File: src/rtl/ann_pkg.sv
// Shared definitions for the ANN layer datapath control: sequencer state
// encoding, per-layer geometry and memory read latency.
package ann_pkg;

    // Legacy-compatible raw encodings; the enum below is built on them so
    // older code that compares against plain constants keeps working.
    localparam logic [1:0] ST_IDLE   = 2'd0;
    localparam logic [1:0] ST_ISSUE  = 2'd1;
    localparam logic [1:0] ST_DRAIN  = 2'd2;
    localparam logic [1:0] ST_RESULT = 2'd3;

    typedef enum logic [1:0] {
        SEQ_IDLE   = ST_IDLE,
        SEQ_ISSUE  = ST_ISSUE,
        SEQ_DRAIN  = ST_DRAIN,
        SEQ_RESULT = ST_RESULT
    } seq_state_t;

    // Layer geometry: groups of 8 neurons, levels of 8 inputs.
    localparam int L0_GROUPS  = 4;
    localparam int L0_LEVELS  = 8;
    localparam int L1_GROUPS  = 2;
    localparam int L1_LEVELS  = 4;

    // Registered read latency of the weight/bias/input memories.
    localparam int MEM_RD_LAT = 1;

    // Index width that stays legal for a count of one.
    function automatic int idx_width(input int n);
        return (n > 1) ? $clog2(n) : 1;
    endfunction

endpackage

File: src/rtl/layer_sequencer.sv
// Address/control sequencer for one fully-connected layer.
// Walks every neuron group and, inside each group, every input level,
// aligns accumulator enables with the one-cycle memory read latency and
// hands each finished group downstream over a valid/ready handshake.
//
// Optional build macro: SEQ_ABORT_EN adds an `abort` input that returns the
// sequencer to IDLE from any busy state without a `done` pulse.
//
// state  | meaning
// -------+--------------------------------------------------------------
// IDLE   | waiting for start; gp/level hold their last values
// ISSUE  | presenting level 0..NUM_LEVELS-1 of the current group
// DRAIN  | last level's memory read still in flight
// RESULT | accumulators final; res_valid held until res_ready
module layer_sequencer
    import ann_pkg::*;
#(
    parameter int NUM_GROUPS = L0_GROUPS,
    parameter int NUM_LEVELS = L0_LEVELS,
    parameter int GP_W       = idx_width(NUM_GROUPS),
    parameter int LV_W       = idx_width(NUM_LEVELS)
) (
    input  logic            clk,
    input  logic            rst,
    input  logic            start,
`ifdef SEQ_ABORT_EN
    input  logic            abort,
`endif
    output logic [GP_W-1:0] gp,
    output logic [LV_W-1:0] level,
    output logic            acc_en,
    output logic            acc_bias,
    output logic            res_valid,
    input  logic            res_ready,
    output logic            res_last,
    output logic            busy,
    output logic            done
);

    localparam logic [GP_W-1:0] GP_LAST = GP_W'(NUM_GROUPS - 1);
    localparam logic [LV_W-1:0] LV_LAST = LV_W'(NUM_LEVELS - 1);

    seq_state_t      state_q, state_d;
    logic [GP_W-1:0] gp_q, gp_d;
    logic [LV_W-1:0] level_q, level_d;
    logic            acc_en_q, acc_en_d;
    logic            acc_bias_q, acc_bias_d;
    logic            done_q, done_d;
    logic            abort_req;
    logic            abort_hit;

`ifdef SEQ_ABORT_EN
    assign abort_req = abort;
`else
    assign abort_req = 1'b0;
`endif

    // Abort only matters while a pass is running; in IDLE it just masks start.
    assign abort_hit = abort_req && (state_q != SEQ_IDLE);

    // Next-state, counter and done-pulse logic for the layer walk.
    always_comb begin
        state_d = state_q;
        gp_d    = gp_q;
        level_d = level_q;
        done_d  = 1'b0;

        case (state_q)
            SEQ_IDLE: begin
                if (start && !abort_req) begin
                    state_d = SEQ_ISSUE;
                    gp_d    = '0;
                    level_d = '0;
                end
            end
            SEQ_ISSUE: begin
                // level parks on the last index so RESULT can still see it
                if (level_q == LV_LAST) begin
                    state_d = SEQ_DRAIN;
                end else begin
                    level_d = level_q + 1'b1;
                end
            end
            SEQ_DRAIN: begin
                state_d = SEQ_RESULT;
            end
            SEQ_RESULT: begin
                if (res_ready) begin
                    if (gp_q == GP_LAST) begin
                        state_d = SEQ_IDLE;
                        done_d  = 1'b1;
                    end else begin
                        state_d = SEQ_ISSUE;
                        gp_d    = gp_q + 1'b1;
                        level_d = '0;
                    end
                end
            end
            default: begin
                state_d = SEQ_IDLE;
            end
        endcase

        // Abort wins over a coincident handshake; indices are left where they were.
        if (abort_hit) begin
            state_d = SEQ_IDLE;
            gp_d    = gp_q;
            level_d = level_q;
            done_d  = 1'b0;
        end
    end

    // Accumulator controls trail the issued address by the memory read latency.
    always_comb begin
        acc_en_d   = (state_q == SEQ_ISSUE) && !abort_hit;
        acc_bias_d = (state_q == SEQ_ISSUE) && (level_q == '0) && !abort_hit;
    end

    // State, counters and the one-stage accumulator-control delay.
    always_ff @(posedge clk or posedge rst) begin
        if (rst) begin
            state_q    <= SEQ_IDLE;
            gp_q       <= '0;
            level_q    <= '0;
            acc_en_q   <= 1'b0;
            acc_bias_q <= 1'b0;
            done_q     <= 1'b0;
        end else begin
            state_q    <= state_d;
            gp_q       <= gp_d;
            level_q    <= level_d;
            acc_en_q   <= acc_en_d;
            acc_bias_q <= acc_bias_d;
            done_q     <= done_d;
        end
    end

    // Outputs are flops or decodes of flops only; no input reaches an output
    // without passing a register.
    assign gp        = gp_q;
    assign level     = level_q;
    assign acc_en    = acc_en_q;
    assign acc_bias  = acc_bias_q;
    assign res_valid = (state_q == SEQ_RESULT);
    assign res_last  = (state_q == SEQ_RESULT) && (gp_q == GP_LAST);
    assign busy      = (state_q != SEQ_IDLE);
    assign done      = done_q;

endmodule
File: config.mk
export PLATFORM = sky130hd
export DESIGN_NAME = layer_sequencer
export DESIGN_NICKNAME = d
export VERILOG_FILES = /design/src/rtl/ann_pkg.sv /design/src/rtl/layer_sequencer.sv
export SDC_FILE = /design/constraint.sdc
export NUM_CORES = 1
export LEC_CHECK = 0
export ABC_CLOCK_PERIOD_IN_PS = 2430
export CAP_MARGIN = 20
export CORE_MARGIN = 5
export CORE_UTILIZATION = 40
export CTS_CLUSTER_DIAMETER = 50
export CTS_CLUSTER_SIZE = 16
export DETAILED_ROUTE_END_ITERATION = 6
export DONT_BUFFER_PORTS = 1
export RECOVER_POWER = 50
export SYNTH_ARGS = -nofsm -noshare
export SYNTH_HDL_FRONTEND = slang
export SYNTH_SLANG_ARGS = --single-unit
File: constraint.sdc
create_clock -name clk -period 2.43 [get_ports clk]
set_clock_uncertainty 0.1 [all_clocks]
set_input_delay 0.486 -clock clk [delete_from_list [all_inputs] [get_ports clk]]
set_output_delay 0.486 -clock clk [all_outputs]
set_load 0.01 [all_outputs]
# Word level (Yosys, flattened, before mapping)
# Cells that the tools add are included.
# classes
addsub	2
multipliers	0
n_div	0
magnitude_cmp	0
eq_ne	10
n_shift	0
muxes	17
bitwise	0
reduce_logical	10
# ops
operator	n
two-way mux 2 bit	6
two-way mux 3 bit	4
one-hot mux 3 bit (3 select lines)	1
one-hot mux 2 bit (4 select lines)	1
equality test 2 bit, second input constant	3
inequality test 2 bit, second input constant	3
AND reduction 5 bit	1
two-way mux 1 bit	4
inequality test 2 x 1 -> 1 bit, second input constant	2
one-hot mux 2 bit (2 select lines)	1
AND reduction 4 bit	1
nonzero test 2 bit	2
adder 3 x 1 -> 3 bit, second input constant	1
equality test 3 bit, second input constant	1
zero test 3 bit	1
AND reduction 3 bit	1
nonzero test 3 bit	1
adder 2 x 1 -> 2 bit, second input constant	1
equality test 2 x 1 -> 1 bit, second input constant	1
logical AND 1 bit	2
zero test 2 bit	1
# totals
regBits	10
latchBits	0
ramBits	0
mem_bits_ro	0
elab_cells	45
n_memories	0

# Depth between registers and ports, before layout
# depth
ltp_word	4
mapped_depth	5

# Least setup slack after synthesis
# Ideal clock, no wire load.
# synth_path
path_kind	flip-flop to flip-flop
startpoint	reg level_q[0], in the netlist level[0]
endpoint	reg level_q[0], in the netlist level[0]
setup_ps	124
arrival_time_ps	1583
required_time_ps	2206
slack_ps	623
stages_incl_launch_ff	6
path_buffers	0
synth_period_minus_slack_ps	1807
cell_sequence	dfrtp_1 -> ha_1 -> ha_1 -> a221o_1 -> or3_4 -> mux2i_1
# synth_between
elab_chain_len	3
word_cells_on_any_way	6
cone_classes	add/sub: 1; eq/ne: 2; mux: 2; reduce/logical: 1
# synth_rtl
element	line	text
start, declared	layer_sequencer.sv:45	logic [LV_W-1:0] level_q, level_d;
start signal, assigned	layer_sequencer.sv:131	level_q <= level_d;
adder 3 x 1 -> 3 bit / equality test 3 bit (equally long branches)	layer_sequencer.sv:81, layer_sequencer.sv:78	
two-way mux 3 bit / inequality test 2 bit (equally long branches)	-	
one-hot mux 3 bit (3 select lines) / AND reduction 5 bit (equally long branches)	-	
# Parallel ways exist; a longest one is shown, timed or not. The select of a mux whose other input is x is not followed.
# A chain may end at the register's enable or synchronous reset.

# Worst setup path in the final report
# layout_path
startpoint	reg level_q[0], in the netlist level[0]
endpoint	reg level_q[1], in the netlist level[1]
# Same word-level chain as after synthesis.

==> impl_metrics.ini <==
[run_status]
status = finished clean

[die]
io_pins = 15
die_h_microns = 48.5
die_w_microns = 48.5
core_area_sq_mm = 0.00145
start_util_pct = 40.9
rows = 14
dieArea_sq_mm = 0.00236

[yosys]
synth_area_sq_um = 594
ys_ff_latch = 10
synthCells = 56
synth_top_area_cell = dfrtp_1
ys_seq_area_share_pct = 42.1
synth_area_per_cell_sq_um = 10.6
yosys_warnings = 0
synth.distinct_cells = 21
async_flop_share_pct = 100
syn_nets = 69
yosysTopAreaCellShare_pct = 42.1
synth_area_leaders = dfrtp_1, ha_1, mux2i_1
synth_edf_count = 0
synth_flop_cell = dfrtp_1

[routing]
vias = 406
dr.pass1.iters = 2
routedWlPerCell_microns = 13.8
antenna_left = 0
wl_microns = 1070
drt_iter0_markers = 3
vias_per_cell = 5.27
remaining_drc_errors = 0

[clocking]
cts.sinks = 10
root_buffer = clkbuf_4
cts_tree = done
cts_hold_buffers = 1
clk_pin_slew_ns = 0.07
numCtsBuffers = 3
cts_setup_buffers = 0
clockBufferDepth = 2
worstSkewPairLatency_ns = 0.26
h-tree-depth = 1
post_cts_resized = 0

[sta]
fin_crit_sh_pct = 77.4
setup_tns_ns = 0
max_freq_ghz = 0.531
hold_viol_final = 0
worst_slew_pin_slew_ns = 0.389
min_period_ns = 1.88
setup_viol = 0
relSlewSlack_pct = 74.0
finalMaxSlewViolations = 0
rsz0062_at_grt = false

[power_and_ir_drop]
vdd_drop_max_v = 0.000608
switchingPower_mw = 0.321
p_per_area_mw_per_mm2 = 1230
internal_power_mw = 0.490
swShare_pct = 39.6
p_leak_nw = 0.343
combPwrFrac_pct = 44.2
sequentialPowerShare_pct = 37.2
clockPowerShare_pct = 18.6

[hold_path]
hold-path-endpoint = done
hold_class = input pin to register
whs_path_depth = 1
worstHoldStart = res_ready

[setup_path]
crit_fanout = 3
rr_startpoint = level[0]
r2r_end = level[1]
worst_path_max_delay_cell = dfrtp_1
path_cells = ha_1, ha_1, a221o_1, or3_4, mux2i_1
crit_path_start_kind = register
crit_required_ns = 2.48
critPathBufInv = 0
cpMostUsedCell = ha_1
cpLargestDelayFamily = flip-flops
worst_path_largest_cell_delay_ns = 0.43
crit_type = register to register
worst_ep_arrival_time_ns = 1.94
rrSetupSlack_ns = 0.55
reg2reg_depth = 5
end_kind = register

[placement]
place_congestion = 0.717
io_buffers = 0
hpwl_microns = 810

[global_routing]
grt_pass1_wl_microns = 1840
grt_max_degree = 11
antenna_found_initial = 0
grt.overflow.total = 0
grtUsageTotal_pct = 10.0
first_global_vias = 419

[layout]
mostFrequentLayoutCells = dfrtp_1, ha_1, inv_1
syn_to_final_growth_pct = 11.2
nNetsFinal = 75
diodes = 0
drive_above_1_share_pct = 14.8
fin_util_pct = 45.4
final_common_cell = dfrtp_1

[run]
cap_violations = 0
-- cell usage after synthesis, types with 2 or more instances --
cell / count
inv_1: 7
ha_1: 9
o21ai_1: 2
dfrtp_1: 10
nor2_1: 2
mux2_2: 2
nand2_1: 5
mux2i_1: 3
nor2b_1: 4
-- power by group through the flow --
stage	Clock, mW	Combinational, mW	Sequential, mW
finish	0.150	0.359	0.302
global route	0.164	0.413	0.312
CTS	0.157	0.367	0.305
detailed placement	0	0.363	0.307
global placement	0	0.352	0.307
floorplan	0	0.299	0.293
-- through the flow --
step / setup WS, ns / cells / total power, mW / hold WS (ns) / instance area, sq um
final: 0.548 / 77 / 0.811 / 0.306 / 661
after floorplan: 0.623 / 56 / 0.592 / 0.226 / 594
after global placement: 0.580 / 72 / 0.659 / 0.278 / 614
after global routing: 0.463 / 77 / 0.889 / 0.301 / 661
after detailed placement: 0.554 / 72 / 0.671 / 0.282 / 614
after CTS: 0.536 / 77 / 0.829 / 0.300 / 661
-- registers in the layout, summed over array words and instances, names as in the netlist --
name,cells
level,3
gp,2
state_q,2
acc_bias,1
acc_en,1
done,1
-- worst max-delay path by stage --
stage                from  endpoint  slack (ns)  depth (start not counted)
2_1_floorplan    level[0]  level[0]        0.62                          5
3_3_place_gp     level[0]  level[0]        0.58                          5
3_5_place_dp     level[0]  level[1]        0.55                          5
4_1_cts          level[0]  level[1]        0.54                          5
5_1_grt        state_q[0]     gp[0]        0.46                          5
6_report         level[0]  level[1]        0.55                          5
-- kinds of logic (layout without fill, tap and decap cells) --
kind of cell | after synthesis | after routing | share of synthesized area [%]
buffers and inverters | 7 | 12 | 4.42
multiplexers | 5 | 5 | 8.84
AND/OR/NAND/NOR | 19 | 19 | 18.7
AO/OA/AOI/OAI | 6 | 6 | 6.95
adder cells (fa/ha/maj) | 9 | 9 | 18.9
flip-flops | 10 | 10 | 42.1
-- layer usage --
metal | share of wire (%) | vias to the layer above | track usage [%]
met1 | 40 | 195 | 11.7
met5 | 0 | - | 0
met4 | 0.56 | 0 | 2.69
met2 | 50 | 13 | 14.8
li1 | - | 196 | -
met3 | 8.7 | 2 | 6.75
-- layout make-up --
cell class | instances | area (sq um)
inverter | 7 | 26.3
sequential | 10 | 250
multi-input combinational | 39 | 318
timing repair buffer | 1 | 10.0
tap | 16 | 20.0
clock buffer | 4 | 36.3
fill | 140 | 793
(Power assumes the default switching activity.)
